File: config.mk
export PLATFORM = sky130hd
export DESIGN_NAME = cache_fill_fsm
export DESIGN_NICKNAME = d
export VERILOG_FILES = /design/src/rtl/cache_fill_fsm_pkg.sv /design/src/rtl/cache_fill_fsm_counter.sv /design/src/rtl/cache_fill_fsm.sv
export SDC_FILE = /design/constraint.sdc
export NUM_CORES = 1
export LEC_CHECK = 0
export ABC_AREA = 1
export CAP_MARGIN = 20
export CORE_ASPECT_RATIO = 0.6
export CORE_UTILIZATION = 40
export CTS_CLUSTER_SIZE = 8
export DETAILED_ROUTE_END_ITERATION = 6
export PLACE_DENSITY_LB_ADDON = 0.05
export RECOVER_POWER = 25
export SLEW_MARGIN = 20
export SYNTH_ARGS = -nofsm -noshare
export SYNTH_HDL_FRONTEND = slang
export SYNTH_SLANG_ARGS = --single-unit
File: constraint.sdc
create_clock -name clk -period 2.6 [get_ports clk]
set_clock_uncertainty 0.1 [all_clocks]
set_input_delay 0.65 -clock clk [delete_from_list [all_inputs] [get_ports clk]]
set_output_delay 0.65 -clock clk [all_outputs]
set_load 0.03 [all_outputs]
File: src/rtl/cache_fill_fsm_pkg.sv
// Shared definitions for the cache miss/fill path: fill FSM states, default
// block geometry and the width helpers used by the fill engine and cache arrays.
package cache_defs;

    typedef enum logic [1:0] {
        IDLE  = 2'd0,
        FILL  = 2'd1,
        DRAIN = 2'd2
    } fill_state_t;

    localparam int DEF_DATA_W     = 16;
    localparam int DEF_WORDS      = 8;
    localparam int DEF_WORD_BYTES = 2;

    // Byte-offset bits inside one block.
    function automatic int off_w(input int words, input int word_bytes);
        return $clog2(words * word_bytes);
    endfunction

    function automatic int idx_w(input int words);
        return $clog2(words);
    endfunction

    // One extra bit so a counter can hold WORDS itself ("all done").
    function automatic int cnt_w(input int words);
        return $clog2(words) + 1;
    endfunction

    localparam int DEF_OFF_W = off_w(DEF_WORDS, DEF_WORD_BYTES);
    localparam int DEF_IDX_W = idx_w(DEF_WORDS);

endpackage

File: src/rtl/cache_fill_fsm_counter.sv
// Saturating up-counter with synchronous clear, enable and terminal-count flag.
// Used for the request (tx) and return (rx) word counts of a block fill.
module fill_counter #(
    parameter int W   = 4,
    parameter int MAX = 8
) (
    input  logic         clk,
    input  logic         rst,
    input  logic         i_clr,
    input  logic         i_en,
    output logic [W-1:0] o_count,
    output logic         o_tc
);

    logic [W-1:0] r_count;

    always_ff @(posedge clk or posedge rst) begin
        if (rst) begin
            r_count <= '0;
        end else if (i_clr) begin
            r_count <= '0;
        end else if (i_en && (r_count != W'(MAX))) begin
            r_count <= r_count + W'(1);
        end
    end

    assign o_count = r_count;
    assign o_tc    = (r_count == W'(MAX));

endmodule

File: src/rtl/cache_fill_fsm.sv
// Cache miss-handling engine: streams one block from pipelined memory into the
// data array, writes the tag with the last word, and stalls the pipeline meanwhile.
module cache_fill_fsm
    import cache_defs::*;
#(
    parameter int DATA_W     = DEF_DATA_W,
    parameter int ADDR_W     = 16,
    parameter int WORDS      = DEF_WORDS,
    parameter int WORD_BYTES = DEF_WORD_BYTES,
    parameter int MEM_LAT    = 4
) (
    input  logic                     clk,
    input  logic                     rst,
    input  logic                     miss_detected,
    input  logic [ADDR_W-1:0]        miss_address,
    output logic                     fsm_busy,
    output logic                     mem_en,
    output logic [ADDR_W-1:0]        memory_address,
    input  logic [DATA_W-1:0]        memory_data,
    input  logic                     memory_data_valid,
    output logic                     write_data_array,
    output logic [idx_w(WORDS)-1:0]  word_index,
    output logic [DATA_W-1:0]        fill_data,
    output logic                     write_tag_array,
    output fill_state_t              dbg_state
);

    localparam int OFF_W = off_w(WORDS, WORD_BYTES);
    localparam int IW    = idx_w(WORDS);
    localparam int CW    = cnt_w(WORDS);
    localparam int BSH   = $clog2(WORD_BYTES);
    localparam logic [ADDR_W-1:0] OFF_MASK = ADDR_W'((1 << OFF_W) - 1);

    if (WORDS < 2 || (WORDS & (WORDS - 1)) != 0 || (WORD_BYTES & (WORD_BYTES - 1)) != 0
        || MEM_LAT < 0) begin : g_param_check
        $error("cache_fill_fsm: WORDS/WORD_BYTES must be powers of 2 (WORDS>=2), MEM_LAT>=0");
    end

    fill_state_t       r_state;
    fill_state_t       w_state_nx;
    logic [ADDR_W-1:0] r_base;
    logic [CW-1:0]     w_tx;
    logic [CW-1:0]     w_rx;
    logic              w_tx_tc;
    logic              w_rx_tc;
    logic              w_start;
    logic              w_tx_en;
    logic              w_rx_ok;
    logic              w_last;

    // Memory returns are a one-way valid stream with no backpressure: every
    // cycle with memory_data_valid carries one word, in request order.
    assign w_rx_ok = (r_state != IDLE) && memory_data_valid && !w_rx_tc;
    assign w_last  = w_rx_ok && (w_rx == CW'(WORDS - 1));

    fill_counter #(.W(CW), .MAX(WORDS)) u_tx (
        .clk     (clk),
        .rst     (rst),
        .i_clr   (w_start),
        .i_en    (w_tx_en),
        .o_count (w_tx),
        .o_tc    (w_tx_tc)
    );

    fill_counter #(.W(CW), .MAX(WORDS)) u_rx (
        .clk     (clk),
        .rst     (rst),
        .i_clr   (w_start),
        .i_en    (w_rx_ok),
        .o_count (w_rx),
        .o_tc    (w_rx_tc)
    );

    always_ff @(posedge clk or posedge rst) begin
        if (rst) begin
            r_state <= IDLE;
            r_base  <= '0;
        end else begin
            r_state <= w_state_nx;
            if (w_start) begin
                r_base <= miss_address & ~OFF_MASK;
            end
        end
    end

    always_comb begin
        w_state_nx     = r_state;
        w_start        = 1'b0;
        w_tx_en        = 1'b0;
        mem_en         = 1'b0;
        memory_address = '0;
        case (r_state)
            IDLE: begin
                if (miss_detected) begin
                    w_start    = 1'b1;
                    w_state_nx = FILL;
                end
            end
            FILL: begin
                mem_en         = !w_tx_tc;
                w_tx_en        = !w_tx_tc;
                memory_address = r_base + (ADDR_W'(w_tx) << BSH);
                // Completion wins even if the last word lands before issuing ends.
                if (w_last) begin
                    w_state_nx = IDLE;
                end else if (w_tx == CW'(WORDS - 1)) begin
                    w_state_nx = DRAIN;
                end
            end
            DRAIN: begin
                if (w_last) begin
                    w_state_nx = IDLE;
                end
            end
            default: w_state_nx = IDLE;
        endcase
    end

    assign fsm_busy         = (r_state != IDLE) || ((r_state == IDLE) && miss_detected);
    assign write_data_array = w_rx_ok;
    assign word_index       = w_rx[IW-1:0];
    assign fill_data        = w_rx_ok ? memory_data : '0;
    assign write_tag_array  = w_last;
    assign dbg_state        = r_state;

endmodule

Word-level counts from Yosys, hierarchy flattened
Cells that the tools add are included.

storage, ports and cells
  bits of input ports = 36
  word-level logic and storage cells = 46
  register bits after elaboration = 22

cells by class
  add/sub/neg operators = 3
  equality and inequality tests = 11
  muxes and demuxes = 14
  reductions and logical operators = 14

operator list
  kind                                                                   number
  16-bit 2-to-1 mux                                                      2
  16-bit by 5-bit adder with 16-bit output                               1
  4-bit 2-to-1 mux                                                       4
  4-bit by 1-bit adder with 4-bit output, second input constant          2
  4-bit by 3-bit equality test with 1-bit output, second input constant  2
  4-bit equality test, second input constant                             2
  2-bit 2-to-1 mux                                                       4
  4-bit inequality test, second input constant                           2
  1-bit logical AND                                                      6
  2-bit one-hot mux with 3 select lines                                  1
  2-bit nonzero test                                                     3
  2-bit inequality test, second input constant                           2
  1-bit 2-to-1 mux                                                       3
  3-bit inequality test, second input constant                           1
  3-bit AND reduction                                                    1
  2-bit by 1-bit equality test with 1-bit output, second input constant  1
  2-bit equality test, second input constant                             1
  1-bit logical NOT                                                      2
  2-bit logical NOT                                                      1
  1-bit logical OR                                                       1

Logic depth before layout (Yosys ltp)
  depth in word-level cells = 6
  gate-level depth with buffers = 9

Cells and area by module
From an unflattened synthesis, not the netlist that was laid out.

second synthesis, totals
  cell total of the unflattened synthesis = 237
  area total of the unflattened synthesis = 1,557.7 um^2

modules (own cells, without submodules)
  module          sequential area each (um^2)  instances  area each (um^2)  cells an instance
  cache_fill_fsm  350.3                        1          1,082.3           173
  fill_counter    100.1                        2          237.7             32

Least setup slack after synthesis
OpenSTA, ideal clock, no wires.

  kind = reg2out
  start point = reg u_tx.r_count[3], in the netlist u_tx.o_count[3]
  end point = out memory_address[12]
  setup slack = 319 ps
  cell stages (with the launch flop) = 8
  path buffers = 0
  data required time = 1,850 ps
  arrival time = 1,531 ps
  cell sequence = dfrtp_1 > ha_1 > ha_1 > nand2_1 > nor2_2 > nand2_1 > o21ai_0 > nor2_1

between the ends
  cells in the longest elaborated chain, start to end = 2

RTL lines
  what                                      line                          text
  start, declared                           cache_fill_fsm_counter.sv:15  logic [W-1:0] r_count;
  start signal, assigned                    cache_fill_fsm_counter.sv:23  r_count <= r_count + W'(1);
  16-bit by 5-bit adder with 16-bit output  cache_fill_fsm.sv:102         memory_address = r_base + (ADDR_W'(w_tx) << BSH);
  16-bit 2-to-1 mux                         cache_fill_fsm.sv:92          case (r_state)
  end, declared                             cache_fill_fsm.sv:18          output logic [ADDR_W-1:0] memory_address,

No other way between the ends.

Final worst setup path
  start point = reg r_base[4]
  end point = out memory_address[14]

between the ends
  cells in the longest elaborated chain, start to end = 2

RTL lines
  what                                      line                   text
  start, declared                           cache_fill_fsm.sv:41   logic [ADDR_W-1:0] r_base;
  start signal, assigned                    cache_fill_fsm.sv:81   r_base <= miss_address & ~OFF_MASK;
  16-bit by 5-bit adder with 16-bit output  cache_fill_fsm.sv:102
  16-bit 2-to-1 mux                         cache_fill_fsm.sv:92

No other way between the ends.

==> results.sh <==
export IMPL_outcome="finished, final reports clean"
export IMPL_initial_utilization_pct=44.4
export IMPL_synth_flop_cell="dfrtp_1"
export IMPL_rr_startpoint="u_rx.o_count[0]"
export IMPL_fin_crit_sh_pct=97.4
export IMPL_synth_compound_area_share_pct=11.5
export IMPL_synth_top_family_by_area="simple AND/OR/NAND/NOR gates"
export IMPL_final_area_um2=2310
export IMPL_critPathKind="register to primary output"
export IMPL_first_global_vias=1348
export IMPL_wirelength_mm=3.82
export IMPL_layout_commonest_cell="nand2_1"
export IMPL_hold_viol=0
export IMPL_finalMaxSlewViolations=0
export IMPL_avgRoutedWirePerCell_um=11.4
export IMPL_gp_congestion=0.843
export IMPL_h_tree_depth=1
export IMPL_yosysSeqAreaShare_pct=36.0
export IMPL_grt_pass1_wl_mm=6.23
export IMPL_clockPowerShare_pct=11.6
export IMPL_switching_power_mw=1.38
export IMPL_clock_sinks=22
export IMPL_p_leak_nw=1.24
export IMPL_ant_nets=0
export IMPL_num_rows=16
export IMPL_p_seq_share_pct=22.9
export IMPL_cts_buffers=3
export IMPL_routed_wl_met3_um=276
export IMPL_drc=0
export IMPL_cts_root_buf="clkbuf_8"
export IMPL_rr_worst_depth=9
export IMPL_path_clk_slew_ns=0.08
export IMPL_hold_end="r_base[4]"
export IMPL_finalNonFillerCells=336
export IMPL_rsz0062_at_grt="yes"
export IMPL_min_path_type="register to register"
export IMPL_syn_nets=260
export IMPL_endpoint_kind="primary output"
export IMPL_clockBufferDepth=2
export IMPL_slew_headroom_pct=21.2
export IMPL_path_max_fanout=4
export IMPL_ys_async_sr_fraction_pct=100
export IMPL_grt_overflow_total=0
export IMPL_synthXorXnorAreaFrac_pct=1.72
export IMPL_hp_start="r_base[4]"
export IMPL_whs_path_depth=2
export IMPL_setup_viol=0
export IMPL_synthCells=218
export IMPL_grt_usage_pct=19.9
export IMPL_drive_gt1_share_pct=23.0
export IMPL_nNetsFinal=334
export IMPL_placed_cells=331
export IMPL_num_vias=1545
export IMPL_peakVddDrop_mv=0.714
export IMPL_placed_cell_area_um2=2210
export IMPL_yosys_area_share_simple_pct=29.4
export IMPL_clk_latency_ns=0.26
export IMPL_area_growth_pct=51.0
export IMPL_hpwl_mm=3.03
export IMPL_synth_cell_types=26
export IMPL_yosys_warnings=0
export IMPL_core_area_um2=3440
export IMPL_cp_required_ns=1.85
export IMPL_synth_edf_count=0
export IMPL_firstDrtPassIters=4
export IMPL_fp_dieW_um=81.8
export IMPL_combPwrFrac_pct=65.5
export IMPL_m1WireLength_mm=1.92
export IMPL_drtIter0Drc=87
export IMPL_ios=77
export IMPL_cts_tree="built"
export IMPL_top_layer_used="met4"
export IMPL_r2r_end="u_rx.o_count[0]"
export IMPL_power_density_nw_per_um2=1190
export IMPL_total_power_mw=2.74
export IMPL_routed_wl_met2_mm=1.62
export IMPL_fin_setup_tns_ns=0
export IMPL_fmax_mhz=395
export IMPL_sw_frac_of_total_pct=50.1
export IMPL_netlist_area_um2=1530
export IMPL_grt_max_degree=23
export IMPL_cp_arrival_ns=1.78
export IMPL_ff_latch_area_um2=551
export IMPL_maxCapViolations=0
export IMPL_ctsHoldBuffers=0
export IMPL_via_per_inst=4.60
export IMPL_synth_fa_ha_area_share_pct=4.91
export IMPL_mostFrequentLayoutCells="nand2_1 (43), inv_1 (41), clkdlybuf4s50_1 (37), buf_4 (32)"
export IMPL_fillers=321
export IMPL_diodes=0
export IMPL_muxShareOfSynthArea_pct=0
export IMPL_worst_r2r_setup_slack_ns=0.99
export IMPL_antenna_found_initial=0
export IMPL_synth_area_per_cell_um2=7.01
export IMPL_min_period_ns=2.53
export IMPL_ys_ff_latch=22
export IMPL_port_buffers=71
export IMPL_p_int_mw=1.37
export IMPL_die_h_um=49.9
export IMPL_dieArea_um2=4080
export IMPL_critPathLaunchType="register"
export IMPL_multi_input_area_um2=752
export IMPL_worstMarginPinSlew_ns=1.18
routing by layer:
metal	track usage [%]	vias up
met3	4.07	2
met1	30.5	671
met4	1.75	0
met2	29.5	57
met5	0	-
li1	-	815
flip-flops by register name, summed over array words and instances, names as in the netlist:
| register | count |
|---|---|
| dbg_state | 2 |
| r_base | 12 |
| u_tx.o_count | 4 |
| u_rx.o_count | 4 |
power groups by stage:
stage | Combinational [mW] | Clock [mW] | Sequential, mW
after floorplan | 1.19 | 0 | 0.628
after global placement | 1.79 | 0 | 0.626
after detailed placement | 1.81 | 0 | 0.631
after CTS | 1.80 | 0.320 | 0.624
after global routing | 1.97 | 0.333 | 0.651
final | 1.80 | 0.318 | 0.627
through the flow:
step	worst slack [ns]	hold WS [ns]	util, %
final	0.0665	0.421	67.0
after CTS	0.000365	0.416	66.2
after detailed placement	0.0377	0.392	64.2
after global routing	-0.0244	0.437	67.0
after floorplan	0.319	0.355	-
after global placement	0.0596	0.382	64.2
cells in the mapped netlist, drive strengths merged, types with 2 or more instances:
cell type / count / share of area (%)
buf: 10 / 5.5
a21oi: 8 / 2.6
nand4: 2 / 0.82
nand2: 49 / 13
nor2: 35 / 11
inv: 44 / 11
nor3: 2 / 0.65
xor2: 3 / 1.7
o31ai: 2 / 1.3
dfrtp: 22 / 36
o21ai: 21 / 7.1
nand3: 11 / 3.9
ha: 6 / 4.9
worst max-delay path by stage:
stage	slack [ns]	endpoint	startpoint
4_1_cts	0.0004	memory_address[4]	r_base[4]
3_3_place_gp	0.06	fill_data[11]	memory_data_valid
3_5_place_dp	0.04	fill_data[8]	memory_data_valid
5_1_grt	-0.02	memory_address[14]	r_base[4]
2_1_floorplan	0.32	memory_address[12]	u_tx.o_count[3]
6_report	0.07	memory_address[14]	r_base[4]
critical path: stages (launching register included):
cell	delay (ns)
dfrtp_1	0.37
ha_2	0.20
ha_2	0.20
nand2_2	0.08
nor2_4	0.14
nand2_2	0.09
nand2_1	0.10
o21ai_0	0.08
nand2_1	0.06
inv_1	0.04
buf_4	0.16
repair_timing:
| item | in CTS | in global routing |
|---|---|---|
| setup endpoints to repair | 6 | 25 |
| gates resized for setup | 4 | 12 |
| buffers inserted | 0 | 1 |
| pin swaps | 1 | 1 |
cell families (layout without fill, tap and decap cells):
| kind of cell | count (synthesis) | in the layout |
|---|---|---|
| buf+inv | 54 | 127 |
| simple gates | 100 | 100 |
| compound gates | 32 | 32 |
| xor+xnor | 3 | 3 |
| fa+ha+maj | 6 | 6 |
| flops | 22 | 22 |
| other cells | 1 | 1 |
cell type report:
type / count / area share, %
sequential: 22 / 23.8
tap: 45 / 2.44
clock inverter: 1 / 1.30
multi-input combinational: 142 / 32.6
timing repair buffer: 79 / 30.9
clock buffer: 3 / 1.79
inverter: 44 / 7.15
Note: power is estimated with default switching activity, not from simulation.
